### src/rtl/junction_pkg.sv
// Shared definitions for the junction phase scheduler.
// Holds the phase encodings, the default timing constants and the helper
// that sizes the lane-index bus from the lane count.
package junction_pkg;

  typedef logic [1:0] phase_t;

  localparam phase_t PH_ALL_RED = 2'd0;
  localparam phase_t PH_GREEN   = 2'd1;
  localparam phase_t PH_ORANGE  = 2'd2;

  localparam int DEF_NUM_LANES = 4;
  localparam int DEF_MIN_GREEN = 10;
  localparam int DEF_MAX_GREEN = 60;
  localparam int DEF_AMBER_T   = 4;
  localparam int DEF_ALL_RED_T = 2;

  // Width of a lane index; never narrower than one bit.
  function automatic int lane_w(input int n);
    return (n < 2) ? 1 : $clog2(n);
  endfunction

endpackage

### src/rtl/junction_phase_scheduler_if.sv
// Signal bundle between the junction scheduler and its environment.
// master: drives tick/traffic and observes the lights (environment side).
// slave : consumes tick/traffic and drives the lights (scheduler side).
//   tick        - one-cycle 1 s strobe
//   traffic     - per-lane demand, level-sensitive
//   green       - one-hot green or zero
//   orange      - one-hot orange or zero
//   red         - complement of (green | orange)
//   active_lane - lane currently or most recently granted
//   phase       - 0 all-red, 1 green, 2 orange
//   time_left   - ticks remaining in the current phase
//   lane_switch - pulse on the first cycle of green
interface junction_phase_scheduler_if import junction_pkg::*; #(
  parameter int NUM_LANES = DEF_NUM_LANES
);

  localparam int LW = lane_w(NUM_LANES);

  logic                 tick;
  logic [NUM_LANES-1:0] traffic;
  logic [NUM_LANES-1:0] green;
  logic [NUM_LANES-1:0] orange;
  logic [NUM_LANES-1:0] red;
  logic [LW-1:0]        active_lane;
  logic [1:0]           phase;
  logic [7:0]           time_left;
  logic                 lane_switch;

  modport master (
    output tick, traffic,
    input  green, orange, red, active_lane, phase, time_left, lane_switch
  );

  modport slave (
    input  tick, traffic,
    output green, orange, red, active_lane, phase, time_left, lane_switch
  );

endinterface

### src/rtl/rr_lane_picker.sv
// Combinational round-robin search over the lane demand vector.
//   traffic       - per-lane demand
//   cur_lane      - lane holding (or last holding) the grant
//   next_lane     - first demanding lane after cur_lane, wrapping, with
//                   cur_lane itself examined last; cur_lane+1 if none demand
//   any_other_req - some lane other than cur_lane is demanding
module rr_lane_picker #(
  parameter int NUM_LANES = 4,
  parameter int LW        = 2
) (
  input  logic [NUM_LANES-1:0] traffic,
  input  logic [LW-1:0]        cur_lane,
  output logic [LW-1:0]        next_lane,
  output logic                 any_other_req
);

  always_comb begin
    logic [LW-1:0] idx;
    logic          found;
    idx           = '0;
    found         = 1'b0;
    any_other_req = 1'b0;
    next_lane     = LW'((int'(cur_lane) + 1) % NUM_LANES);
    for (int i = 1; i <= NUM_LANES; i++) begin
      idx = LW'((int'(cur_lane) + i) % NUM_LANES);
      if (!found && traffic[idx]) begin
        next_lane = idx;
        found     = 1'b1;
      end
      // The last step of the loop lands back on cur_lane itself.
      if (i < NUM_LANES && traffic[idx]) begin
        any_other_req = 1'b1;
      end
    end
  end

endmodule

### src/rtl/junction_phase_scheduler.sv
// Junction controller sharing one green right-of-way among NUM_LANES
// approaches. Each grant runs GREEN -> ORANGE -> ALL_RED, then a
// round-robin pick of the next demanding lane. Green ends early when its
// own lane empties while others wait, and is capped at MAX_GREEN while
// others wait. All timing advances only on tick cycles.
//   clk   - system clock
//   rst_n - asynchronous active-low reset
//   bus   - slave side of junction_phase_scheduler_if (tick/traffic in,
//           lights, active lane, phase, time left, lane_switch out)
//
//   state      | meaning
//   PH_ALL_RED | every lane red, clearance before the next grant
//   PH_GREEN   | active_lane has right-of-way
//   PH_ORANGE  | active_lane is clearing
module junction_phase_scheduler import junction_pkg::*; #(
  parameter int NUM_LANES = DEF_NUM_LANES,
  parameter int MIN_GREEN = DEF_MIN_GREEN,
  parameter int MAX_GREEN = DEF_MAX_GREEN,
  parameter int AMBER_T   = DEF_AMBER_T,
  parameter int ALL_RED_T = DEF_ALL_RED_T
) (
  input  logic                       clk,
  input  logic                       rst_n,
  junction_phase_scheduler_if.slave  bus
);

  localparam int LW = lane_w(NUM_LANES);

  // Nine-bit thresholds so that sec_cnt + 1 never wraps in a compare.
  localparam logic [8:0] MIN_G9 = 9'(MIN_GREEN);
  localparam logic [8:0] MAX_G9 = 9'(MAX_GREEN);
  localparam logic [8:0] AMB_9  = 9'(AMBER_T);
  localparam logic [8:0] AR_9   = 9'(ALL_RED_T);
  localparam logic [7:0] MAX_G8 = 8'(MAX_GREEN);
  localparam logic [7:0] AMB_8  = 8'(AMBER_T);
  localparam logic [7:0] AR_8   = 8'(ALL_RED_T);
  localparam logic [LW-1:0] LAST_LANE = LW'(NUM_LANES - 1);

  logic [1:0]           phase_q, phase_d;
  logic [7:0]           sec_cnt_q, sec_cnt_d;
  logic [LW-1:0]        lane_q, lane_d;
  logic                 sw_q, sw_d;
  logic [LW-1:0]        next_lane;
  logic                 any_other;
  logic                 own_req;
  logic [8:0]           e;
  logic [NUM_LANES-1:0] onehot;
  logic [NUM_LANES-1:0] green_w;
  logic [NUM_LANES-1:0] orange_w;
  logic [7:0]           time_left_w;

  rr_lane_picker #(
    .NUM_LANES (NUM_LANES),
    .LW        (LW)
  ) u_picker (
    .traffic       (bus.traffic),
    .cur_lane      (lane_q),
    .next_lane     (next_lane),
    .any_other_req (any_other)
  );

  assign own_req = bus.traffic[lane_q];
  assign e       = {1'b0, sec_cnt_q} + 9'd1;

  always_comb begin
    phase_d   = phase_q;
    sec_cnt_d = sec_cnt_q;
    lane_d    = lane_q;
    sw_d      = 1'b0;
    case (phase_q)
      PH_GREEN: begin
        if (bus.tick) begin
          if (e < MIN_G9) begin
            sec_cnt_d = e[7:0];
          end else if (!any_other) begin
            // Nobody else waiting: hold green, count saturates at the cap.
            sec_cnt_d = (e > MAX_G9) ? MAX_G9[7:0] : e[7:0];
          end else if (!own_req || e >= MAX_G9) begin
            phase_d   = PH_ORANGE;
            sec_cnt_d = '0;
          end else begin
            sec_cnt_d = e[7:0];
          end
        end
      end
      PH_ORANGE: begin
        if (bus.tick) begin
          if (e >= AMB_9) begin
            phase_d   = PH_ALL_RED;
            sec_cnt_d = '0;
          end else begin
            sec_cnt_d = e[7:0];
          end
        end
      end
      PH_ALL_RED: begin
        if (bus.tick) begin
          if (e >= AR_9) begin
            phase_d   = PH_GREEN;
            sec_cnt_d = '0;
            lane_d    = next_lane;
            sw_d      = 1'b1;
          end else begin
            sec_cnt_d = e[7:0];
          end
        end
      end
      default: begin
        // Unused encoding: fall back to a safe clearance interval.
        phase_d   = PH_ALL_RED;
        sec_cnt_d = '0;
      end
    endcase
  end

  always_ff @(posedge clk or negedge rst_n) begin
    if (!rst_n) begin
      phase_q   <= PH_ALL_RED;
      sec_cnt_q <= '0;
      lane_q    <= LAST_LANE;
      sw_q      <= 1'b0;
    end else begin
      phase_q   <= phase_d;
      sec_cnt_q <= sec_cnt_d;
      lane_q    <= lane_d;
      sw_q      <= sw_d;
    end
  end

  always_comb begin
    onehot         = '0;
    onehot[lane_q] = 1'b1;
    green_w        = '0;
    orange_w       = '0;
    time_left_w    = '0;
    case (phase_q)
      PH_GREEN: begin
        green_w     = onehot;
        time_left_w = MAX_G8 - sec_cnt_q;
      end
      PH_ORANGE: begin
        orange_w    = onehot;
        time_left_w = AMB_8 - sec_cnt_q;
      end
      PH_ALL_RED: begin
        time_left_w = AR_8 - sec_cnt_q;
      end
      default: ;
    endcase
  end

  assign bus.green       = green_w;
  assign bus.orange      = orange_w;
  assign bus.red         = ~(green_w | orange_w);
  assign bus.active_lane = lane_q;
  assign bus.phase       = phase_q;
  assign bus.time_left   = time_left_w;
  assign bus.lane_switch = sw_q;

endmodule

### src/flat_wrapper.sv
// flat-port wrapper written by rule: the top's interface ports become plain ports
module junction_phase_scheduler_flat import junction_pkg::*;
#(
  parameter int NUM_LANES = DEF_NUM_LANES,
  parameter int MIN_GREEN = DEF_MIN_GREEN,
  parameter int MAX_GREEN = DEF_MAX_GREEN,
  parameter int AMBER_T   = DEF_AMBER_T,
  parameter int ALL_RED_T = DEF_ALL_RED_T
)
  (clk, rst_n, bus_tick, bus_traffic, bus_green, bus_orange, bus_red, bus_active_lane, bus_phase, bus_time_left, bus_lane_switch);
  junction_phase_scheduler_if #(.NUM_LANES(NUM_LANES)) bus_i ();
  input  logic clk;
  input  logic rst_n;
  input wire logic [$bits(bus_i.tick)-1:0] bus_tick;
  input wire logic [$bits(bus_i.traffic)-1:0] bus_traffic;
  output wire logic [$bits(bus_i.green)-1:0] bus_green;
  output wire logic [$bits(bus_i.orange)-1:0] bus_orange;
  output wire logic [$bits(bus_i.red)-1:0] bus_red;
  output wire logic [$bits(bus_i.active_lane)-1:0] bus_active_lane;
  output wire logic [$bits(bus_i.phase)-1:0] bus_phase;
  output wire logic [$bits(bus_i.time_left)-1:0] bus_time_left;
  output wire logic [$bits(bus_i.lane_switch)-1:0] bus_lane_switch;
  assign bus_i.tick = bus_tick;
  assign bus_i.traffic = bus_traffic;
  assign bus_green = bus_i.green;
  assign bus_orange = bus_i.orange;
  assign bus_red = bus_i.red;
  assign bus_active_lane = bus_i.active_lane;
  assign bus_phase = bus_i.phase;
  assign bus_time_left = bus_i.time_left;
  assign bus_lane_switch = bus_i.lane_switch;
  junction_phase_scheduler #(.NUM_LANES(NUM_LANES), .MIN_GREEN(MIN_GREEN), .MAX_GREEN(MAX_GREEN), .AMBER_T(AMBER_T), .ALL_RED_T(ALL_RED_T)) u_core (.clk(clk), .rst_n(rst_n), .bus(bus_i));
endmodule
### config.mk
export PLATFORM = sky130hd
export DESIGN_NAME = junction_phase_scheduler_flat
export DESIGN_NICKNAME = d
export VERILOG_FILES = /design/src/rtl/junction_pkg.sv /design/src/rtl/junction_phase_scheduler_if.sv /design/src/rtl/rr_lane_picker.sv /design/src/rtl/junction_phase_scheduler.sv /design/src/flat_wrapper.sv
export SDC_FILE = /design/constraint.sdc
export NUM_CORES = 1
export LEC_CHECK = 0
export CORE_ASPECT_RATIO = 0.6
export CORE_UTILIZATION = 52
export CTS_CLUSTER_DIAMETER = 150
export DETAILED_ROUTE_END_ITERATION = 8
export GPL_ROUTABILITY_DRIVEN = 0
export GPL_TIMING_DRIVEN = 1
export PLACE_DENSITY = 0.83
export SYNTH_ARGS = -nofsm -noshare
export SYNTH_HDL_FRONTEND = slang
export SYNTH_SLANG_ARGS = --single-unit
export TNS_END_PERCENT = 1
### constraint.sdc
create_clock -name clk -period 2.7 [get_ports clk]
set_clock_uncertainty 0.1 [all_clocks]
set_input_delay 0.405 -clock clk [delete_from_list [all_inputs] [get_ports clk]]
set_output_delay 0.405 -clock clk [all_outputs]
set_load 0.005 [all_outputs]
==> reports/metrics.yaml <==
synth_common_cells: "nor2_1, inv_1, a21oi_1, nand2_1, nor3_1"
start_kind: "flop"
min_period_ns: 2.794
drive_gt1_share_pct: 25.93
avgSynthCellArea_sq_um: 8.023
nFillCells: 198
synth_cells: 199
routed_via_density: 6.712
dr.pass1.iters: 8
r2r-start: "u_core.sec_cnt_q[1]$_DFFE_PN0P_"
synth_top_area_share_pct: 17.24
clock.fmax_mhz: 357.9
seqPwrFrac_pct: 11.9
dp_hpwl_mm: 3.961
syn_to_final_growth_pct: 39.03
totalWireLength_mm: 6.091
cts_inserted_buffers: 3
grt_pass1_wl_mm: 8.618
crit_path_frequent_cell: "o21a_1"
clkSinkCount: 13
crit_chain: "nor2_2 > buf_4 > ha_4 > nor2b_4 > o21ai_2 > a21oi_2 > o21a_1 > o21a_1 > nor3_2 > buf_2"
synth-seq-cells: 13
netSwitchingFraction_pct: 47.26
drt-initial-drc-count: 358
ys_dominant_reg_cell: "dfrtp_1"
hold_viol: 0
grt_pass1_vias: 1736
core_sq_um: 2890
yosysMostFrequentCell: "nor2_1"
via_count: 1913
yosysWarnings: 0
max-slew-margin-rel_pct: 55.26
antenna_cells: 0
rsz0062_at_grt: "yes"
slowest_delay_ns: 0.40
status: "finished, violations left"
pre_cts_slack_ns: -0.4269
cp_max_fo: 3
clk_latency_ns: 0.26
cp_slowest_cell: "dfrtp_1"
synth.distinct_cells: 52
clock_path_buffers: 2
vdd_ir_drop_max_mv: 0.8481
ys_async_sr_fraction_pct: 100.0
pin_count: 32
power.static_leakage_nw: 0.8992
cts_root_buffer: "clkbuf_8"
violations: "setup timing"
worst_slew_pin_slew_ns: 0.6690
drc: 0
grt_usage_pct: 35.59
synth_edf_count: 0
grt_overflow: 0
power.density_nw_per_um2: 1215
maxCapViolCount: 0
fin_ws_ns: -0.09392
netlist_area_sq_um: 1597
cts_max_level: 1
grt_max_degree: 15
grt_antenna_before_repair: 0
dieWidth_um: 73.54
die_area_sq_um: 3303
finalMaxSlewViolations: 0
routedWlPerCell_um: 21.37
nets: 263
hp-class: "in -> async"
synth_largest_area_cell: "dfrtp_1"
intPower_mw: 1.422
setup.worst_path.start: "u_core.bus.phase[1]$_DFFE_PN0P_"
hold_buffers: 0
required_ns: 2.19
p_comb_share_pct: 81.0
cp_top_family: "compound AO/OA/AOI/OAI gates"
final.setup.tns_ns: -0.2353
synthesis.nets: 218
ys_top_cells_by_area: "dfrtp_1, ha_1, nor2_1"
port_buffers: 31
arrival_ns: 2.29
clkPwrFrac_pct: 7.1
fin_crit_sh_pct: 103.5
yosysSeqAreaShare_pct: 20.53
power.switching_mw: 1.274
crit_type: "reg -> out"
path_clk_slew_ns: 0.07
cp_num_buf_inv: 2
start_util_pct: 55.24
cts_tree: "done"
end_kind: "primary output"
postRouteAntennaNets: 0
die_h_um: 44.92
num_rows: 15
setup_violations: 3
-- cell type report --
| cell class | instances | area (sq um) | share of cell area [%] |
|---|---|---|---|
| clock buffers | 3 | 41.29 | 1.860 |
| repair buffers | 52 | 454.2 | 20.46 |
| flip-flops and latches | 13 | 327.8 | 14.77 |
| multi-input cells | 160 | 1286 | 57.95 |
| clock inverters | 1 | 5.005 | 0.2255 |
| well taps | 42 | 52.55 | 2.368 |
| inverters | 14 | 52.55 | 2.368 |
-- layout by cell type, fill, tap and decap left out, types with 4 or more instances in the layout --
cell type / Yosys / final
nand3_1: 4 / 4
o21a_1: 4 / 4
nand2_1: 12 / 12
dfrtp_1: 11 / 11
o21ai_0: 9 / 6
nor2b_1: 6 / 4
a221o_1: 5 / 5
a21oi_1: 12 / 9
buf_4: 0 / 21
clkdlybuf4s50_1: 0 / 25
nor2_1: 22 / 21
and2_1: 10 / 11
ha_1: 11 / 8
nor3_1: 12 / 10
inv_1: 14 / 13
-- stage by stage --
stage | area (sq um) | power, mW | instances | util (%) | hold slack [ns]
floorplan | 1597 | 1.318 | 199 | - | 0.009409
global placement | 2041 | 2.038 | 279 | 70.61 | 0.4608
detailed placement | 2041 | 2.141 | 279 | 70.61 | 0.4919
CTS | 2131 | 2.406 | 284 | 73.72 | 0.4725
global route | 2220 | 2.848 | 285 | 76.80 | 0.5006
finish | 2220 | 2.696 | 285 | 76.80 | 0.4533
-- power by group through the flow --
stage | combinational (mW) | sequential (mW) | clock [mW]
floorplan | 0.983 | 0.335 | 0
global placement | 1.73 | 0.313 | 0
detailed placement | 1.83 | 0.315 | 0
CTS | 1.90 | 0.313 | 0.190
global route | 2.32 | 0.325 | 0.204
finish | 2.18 | 0.320 | 0.192
-- worst paths after layout --
path                                                         to  slack [ns]  cells past startpoint
worst max-delay path                           bus_time_left[5]       -0.09                     10
worst min-delay path            u_core.sec_cnt_q[3]$_DFFE_PN0P_        0.45                      1
worst max register to register  u_core.bus.phase[1]$_DFFE_PN0P_        0.06                      9
worst min register to register  u_core.sec_cnt_q[7]$_DFFE_PN0P_        0.51                      1
max in group asynchronous       u_core.sec_cnt_q[2]$_DFFE_PN0P_        1.62                      1
min in group clk                u_core.sec_cnt_q[7]$_DFFE_PN0P_        0.51                      1
-- flip-flops by register name, summed over array words and instances, names as in the netlist --
register and flops:
u_core.bus.active_lane 2, u_core.bus.lane_switch 1, u_core.bus.phase 2, u_core.sec_cnt_q 8
-- per-layer routing --
metal | GRT usage (%) | wire length, um | vias up
met1 | 47.02 | 2376 | 871
li1 | - | - | 820
met5 | 0 | 0 | -
met2 | 57.06 | 2708 | 171
met4 | 11.92 | 313 | 0
met3 | 9.821 | 694 | 51
-- cells by family (layout without fill, tap and decap cells) --
group / count (synthesis) / in the layout / share of synthesized area, %
adder cells (fa/ha/maj): 12 / 12 / 9.875
XOR/XNOR: 2 / 2 / 1.097
buffers and inverters: 26 / 70 / 7.131
AND/OR/NAND/NOR: 85 / 85 / 28.29
multiplexers: 4 / 4 / 4.859
flip-flops: 13 / 13 / 20.53
AO/OA/AOI/OAI: 57 / 57 / 28.21
-- repair_timing --
action,4_1_cts,5_1_grt
resized for setup,23,22
buffers inserted,1,2
endpoints found under the setup margin,5,14
endpoints found under the hold margin,0,0
pin swaps,6,7
Note: power is estimated with default switching activity, not from simulation.
